File: config.mk
export PLATFORM = sky130hd
export DESIGN_NAME = mul_seq_arbiter
export DESIGN_NICKNAME = d
export VERILOG_FILES = /design/src/rtl/mul_seq_arbiter.sv
export SDC_FILE = /design/constraint.sdc
export NUM_CORES = 1
export LEC_CHECK = 0
export BUFFER_PORTS_ARGS = -buffer_cell sky130_fd_sc_hd__buf_2
export CORE_ASPECT_RATIO = 0.9
export CORE_MARGIN = 2
export CORE_UTILIZATION = 40
export DETAILED_ROUTE_END_ITERATION = 6
export GPL_ROUTABILITY_DRIVEN = 0
export GPL_TIMING_DRIVEN = 0
export SLEW_MARGIN = 30
export SYNTH_ARGS = -nofsm -noshare
export SYNTH_HDL_FRONTEND = slang
export SYNTH_SLANG_ARGS = --single-unit
File: constraint.sdc
create_clock -name clk -period 3.6 [get_ports clk]
set_input_delay 0.36 -clock clk [delete_from_list [all_inputs] [get_ports clk]]
set_output_delay 0.36 -clock clk [all_outputs]
set_load 0.03 [all_outputs]
File: src/rtl/mul_seq_arbiter.sv
// -----------------------------------------------------------------------------
// mul_seq_arbiter
//
// Round-robin arbiter in front of a sequential constant multiplier. When idle,
// it grants one requester, captures its operand, and then streams four result
// beats for that operand: x1, x3, x7 and x8. One beat is produced per advancing
// clock edge. A beat is held while it is valid and not yet accepted downstream.
//
// Ports
//   clk        in   single clock, rising edge
//   rst        in   asynchronous active-high reset
//   req        in   [NREQ]      per-requester request (held until granted)
//   data       in   [NREQ*DW]   packed operands, requester i at [i*DW +: DW]
//   gnt        out  [NREQ]      one-hot, one-cycle grant pulse
//   out        out  [DW+3]      current result beat
//   out_valid  out              out carries a beat this cycle
//   out_id     out  [clog2]     requester that owns out
//   out_step   out  [2]         0=x1, 1=x3, 2=x7, 3=x8
//   out_ready  in               downstream accepts out when valid && ready
//   busy       out              high while a job is in RUN
// -----------------------------------------------------------------------------
module mul_seq_arbiter #(
   parameter int NREQ = 4,
   parameter int DW   = 8,
   localparam int IDW = $clog2(NREQ),
   localparam int RW  = DW + 3
) (
   input  logic                 clk,
   input  logic                 rst,
   input  logic [NREQ-1:0]      req,
   input  logic [NREQ*DW-1:0]   data,
   output logic [NREQ-1:0]      gnt,
   output logic [RW-1:0]        out,
   output logic                 out_valid,
   output logic [IDW-1:0]       out_id,
   output logic [1:0]           out_step,
   input  logic                 out_ready,
   output logic                 busy
);

   typedef enum logic [0:0] {
      ST_IDLE = 1'b0,
      ST_RUN  = 1'b1
   } state_t;

   state_t            state_q;
   logic [1:0]        cnt_q;
   logic [DW-1:0]     op_q;
   logic [NREQ-1:0]   gnt_q;
   logic [RW-1:0]     out_q;
   logic              out_valid_q;
   logic [IDW-1:0]    out_id_q;
   logic [1:0]        out_step_q;
   logic              busy_q;
   logic [IDW-1:0]    last_grant_q;

   logic              advance_d;
   logic              arb_found_d;
   logic [IDW-1:0]    arb_winner_d;
   logic [DW-1:0]     arb_operand_d;

   // Result for a given step, widened first so that 8*op never truncates.
   // x3 and x7 use shift-and-subtract so no multiplier is needed.
   function automatic logic [RW-1:0] step_result(input logic [DW-1:0] op,
                                                 input logic [1:0]    step);
      logic [RW-1:0] ext;
      logic [RW-1:0] res;
      ext = {3'b000, op};
      case (step)
         2'd0:    res = ext;
         2'd1:    res = (ext << 2) - ext;
         2'd2:    res = (ext << 3) - ext;
         2'd3:    res = ext << 3;
         default: res = ext;
      endcase
      return res;
   endfunction

   // One-hot vector with a single bit set at position idx.
   function automatic logic [NREQ-1:0] onehot(input logic [IDW-1:0] idx);
      logic [NREQ-1:0] v;
      v = {{(NREQ-1){1'b0}}, 1'b1} << idx;
      return v;
   endfunction

   // The pipeline moves only when the current beat is empty or being taken.
   assign advance_d = ~out_valid_q | out_ready;

   // Round-robin search starting one past the last granted requester.
   always_comb begin
      logic [IDW-1:0] cand_v;
      arb_found_d  = 1'b0;
      arb_winner_d = '0;
      cand_v       = '0;
      for (int k = 1; k <= NREQ; k++) begin
         cand_v = IDW'((int'(last_grant_q) + k) % NREQ);
         if (!arb_found_d && req[cand_v]) begin
            arb_found_d  = 1'b1;
            arb_winner_d = cand_v;
         end else begin
            arb_found_d  = arb_found_d;
         end
      end
   end

   // Operand of the arbitration winner.
   assign arb_operand_d = data[arb_winner_d*DW +: DW];

   // Control FSM, step counter and all registered outputs.
   always_ff @(posedge clk or posedge rst) begin
      if (rst) begin
         state_q      <= ST_IDLE;
         cnt_q        <= 2'd0;
         op_q         <= '0;
         gnt_q        <= '0;
         out_q        <= '0;
         out_valid_q  <= 1'b0;
         out_id_q     <= '0;
         out_step_q   <= 2'd0;
         busy_q       <= 1'b0;
         last_grant_q <= IDW'(NREQ - 1);
      end else if (advance_d) begin
         // Grant is a pulse: cleared on every edge that does not grant.
         gnt_q <= '0;
         case (state_q)
            ST_IDLE: begin
               if (arb_found_d) begin
                  op_q         <= arb_operand_d;
                  gnt_q        <= onehot(arb_winner_d);
                  last_grant_q <= arb_winner_d;
                  out_q        <= step_result(arb_operand_d, 2'd0);
                  out_id_q     <= arb_winner_d;
                  out_step_q   <= 2'd0;
                  out_valid_q  <= 1'b1;
                  cnt_q        <= 2'd1;
                  state_q      <= ST_RUN;
                  busy_q       <= 1'b1;
               end else begin
                  // Nothing to do: drop valid, keep the last beat visible.
                  out_valid_q  <= 1'b0;
               end
            end
            ST_RUN: begin
               out_q       <= step_result(op_q, cnt_q);
               out_step_q  <= cnt_q;
               out_valid_q <= 1'b1;
               if (cnt_q == 2'd3) begin
                  // Last beat issued; next advancing edge may arbitrate again.
                  cnt_q   <= 2'd0;
                  state_q <= ST_IDLE;
                  busy_q  <= 1'b0;
               end else begin
                  cnt_q   <= cnt_q + 2'd1;
               end
            end
            default: begin
               state_q     <= ST_IDLE;
               cnt_q       <= 2'd0;
               busy_q      <= 1'b0;
               out_valid_q <= 1'b0;
            end
         endcase
      end else begin
         // Stalled: everything holds except the grant pulse, which must end.
         gnt_q <= '0;
      end
   end

   assign gnt       = gnt_q;
   assign out       = out_q;
   assign out_valid = out_valid_q;
   assign out_id    = out_id_q;
   assign out_step  = out_step_q;
   assign busy      = busy_q;

endmodule

==> flow_metrics.py <==
metrics = {
    "layout": {
        "drive_gt1_share_pct": 29.4,
        "num_antenna_cells": 0,
        "fin_nets": 392,
        "synthToLayoutAreaGrowth_pct": 18.5,
        "nFillCells": 621,
    },
    "synth": {
        "yosys_register_bits": 34,
        "synth.area.top_cells": "dfrtp_1 (32%), mux2i_1 (8.0%), ha_1 (5.5%)",
        "synth_edf_count": 0,
        "syn_area_mm2": 0.00251,
        "synth_common_cells": "nand2_1 (34), dfrtp_1 (32), mux2i_1 (20), a21oi_1 (16), inv_1 (15)",
        "ys_warn_count": 0,
        "syn_area_per_cell_um2": 9.10,
        "synth_flop_cell": "dfrtp_1",
        "synth_nets": 326,
        "synth.most_common_cell": "nand2_1",
        "synthCells": 276,
        "async_flop_share_pct": 100,
        "synth_sequential_area_ratio_pct": 34.0,
        "yosysTopAreaCellShare_pct": 31.9,
        "yosysUniqueCellTypes": 59,
        "yosysTopAreaCell": "dfrtp_1",
    },
    "hold_path": {
        "hp-class": "primary input to asynchronous set/reset pin",
    },
    "drt": {
        "drtPass1Iterations": 4,
        "wirelength_mm": 6.28,
        "viasPerCell": 5.50,
        "num_vias": 2281,
        "route.detailed.drc": 0,
        "detail-route-antenna-nets": 0,
        "wire_per_inst_um": 15.1,
        "drtIter0Drc": 111,
    },
    "floorplanning": {
        "rows": 27,
        "dieHeight_um": 79.2,
        "die_x_um": 87.5,
        "ios": 60,
        "coreArea_mm2": 0.00608,
        "start_util_pct": 41.3,
        "die_area_mm2": 0.00693,
    },
    "sta": {
        "setup-violations-final": 0,
        "worstMarginPinSlew_ns": 0.694,
        "timing.setup.tns_ns": 0,
        "post-route-period-util_pct": 83.7,
        "finClkSkew_ns": 0.00450,
        "slew_violations": 0,
        "period_needed_ns": 3.01,
        "fmax_mhz": 332,
        "report.final.hold_viol_count": 0,
        "rsz0062_at_grt": "no",
        "slew_headroom_pct": 53.7,
    },
    "run_status": {
        "outcome": "completed",
    },
    "critical_path": {
        "cp_max_fo": 10,
        "r2r_slack_ns": 0.59,
        "ff2ff_path_depth": 10,
        "r2r-end": "out[10]$_DFFE_PP0P_",
        "critical_path_required_ns": 3.79,
        "crit_type": "flip-flop to flip-flop",
        "critPathArrivalTime_ns": 3.20,
        "start_kind": "flip-flop",
        "reg2reg_from": "cnt_q[0]$_DFFE_PP0P_",
        "endpoint_kind": "flip-flop",
    },
    "cts": {
        "clkSinkCount": 34,
        "clockRootBuffer": "clkbuf_8",
        "cts_made_buffers": 5,
        "cts_resized": 0,
        "cts_tree": "built",
        "cts_max_path_buffers": 2,
        "clk_latency_ns": 0.29,
        "clk_pin_slew_worst_paths_ns": 0.07,
        "cts_setup_buffers": 0,
        "postCtsHoldBufs": 0,
        "cts_max_level": 2,
    },
    "flow_run": {
        "maxCapViolations": 0,
    },
    "power_and_ir_drop": {
        "irDropWorstVdd_mv": 0.322,
        "p_leak_nw": 1.43,
        "p_per_area_mw_per_mm2": 970,
        "report.power.total_mw": 2.89,
    },
    "global_routing": {
        "grt_max_degree": 35,
        "grt_overflow_total": 0,
        "grt_pass1_wl_mm": 10.7,
        "gr-usage-all-layers_pct": 19.6,
        "grt_pass1_vias": 2154,
        "antenna_found_initial": 0,
    },
    "placed_design": {
        "dp_hpwl_mm": 4.86,
        "port_buffers": 59,
    },
}
==> cell usage in the layout (no fill, tap or decap), drive strengths merged, types with 2 or more instances in the layout <==
cell type  Yosys  routed
or4            2       2
a21oi         16      16
a2bb2oi        2       2
a22oi          4       4
mux2           8       8
nor2b          3       3
a21o           4       4
buf            9      68
nor3b          2       2
or3            3       3
o21ai         24      24
nand3          5       5
dfstp          2       2
o21a           3       3
o31ai          3       3
nand3b         5       5
ha            11      11
inv           15      15
xor2           2       2
clkbuf         5      13
o221a          2       2
nand2b         5       5
dfrtp         32      32
a211oi         5       5
nand2         35      35
o211ai         6       6
nor3           9       9
a31oi          3       3
mux2i         20      20
nor2          13      13
==> metrics by stage <==
stage	worst slack, ns	std cells	hold WS (ns)	util (%)	instance area, um^2
finish	0.588	415	0.178	49.0	2980
global route	0.369	415	0.253	49.0	2980
CTS	0.586	415	0.215	49.0	2980
detailed placement	0.605	407	0.463	47.7	2900
global placement	0.661	407	0.458	47.7	2900
floorplan	0.980	276	0.473	-	2510
==> layer usage <==
metal  up-vias  GRT usage (%)  part of all wire [%]  wire length [um]
met5         -              0                     0                 0
met4         0           4.15                  0.72                45
met3         8           4.05                   4.6               292
met2        55           30.9                    45              2850
met1      1068           27.7                    49              3090
li1       1150              -                     -                 -
==> worst max-delay path, cell delays in order, from the launching register on <==
cell and delay (ns):
dfrtp_1 0.39, inv_1 0.15, ha_1 0.22, clkbuf_1 0.33, o21ai_0 0.14, ha_1 0.35, a21oi_1 0.27, a21oi_1 0.17
o221a_2 0.34, or4_1 0.46, o311ai_1 0.09
==> power by group <==
group / internal (mW) / switching [mW]
Sequential: 0.549 / 0.162
Clock: 0.137 / 0.134
Combinational: 0.789 / 1.12
==> sequential cells by signal, summed over array words and instances (netlist names) <==
| register | count |
|---|---|
| out_step | 2 |
| gnt | 4 |
| cnt_q | 2 |
| out_id | 2 |
| last_grant_q | 2 |
| busy | 1 |
| out | 11 |
| out_valid | 1 |
| state_q | 1 |
| op_q | 8 |
==> cells by family (layout without fill, tap and decap cells) <==
family                   Yosys count  count (layout)  share of synthesized area [%]
multiplexers                      28              28                           11.9
AO/OA/AOI/OAI                     82              82                           23.0
adder cells (fa/ha/maj)           11              11                           5.48
buffers and inverters             29              96                           6.08
flip-flops                        34              34                           34.0
AND/OR/NAND/NOR                   90              90                           18.9
XOR/XNOR                           2               2                          0.697
==> worst max-delay path by stage <==
stage | from | slack, ns | endpoint | cells after the start
finish | cnt_q[0]$_DFFE_PP0P_ | 0.59 | out[10]$_DFFE_PP0P_ | 10
CTS | cnt_q[0]$_DFFE_PP0P_ | 0.59 | out[10]$_DFFE_PP0P_ | 10
floorplan | cnt_q[0]$_DFFE_PP0P_ | 0.98 | out[10]$_DFFE_PP0P_ | 10
detailed placement | cnt_q[0]$_DFFE_PP0P_ | 0.60 | out[10]$_DFFE_PP0P_ | 10
global placement | cnt_q[0]$_DFFE_PP0P_ | 0.66 | out[10]$_DFFE_PP0P_ | 10
global route | cnt_q[0]$_DFFE_PP0P_ | 0.37 | out[10]$_DFFE_PP0P_ | 11
==> cell type report <==
cell class / count / area (um^2) / share of cell area (%)
buffer: 14 / 96.3 / 3.24
timing repair buffer: 59 / 295 / 9.92
multi-input combinational: 213 / 1510 / 50.6
inverter: 15 / 56.3 / 1.89
sequential: 34 / 853 / 28.7
tap: 72 / 90.1 / 3.03
clock buffer: 8 / 80.1 / 2.69
Note: power is estimated with default switching activity, not from simulation.
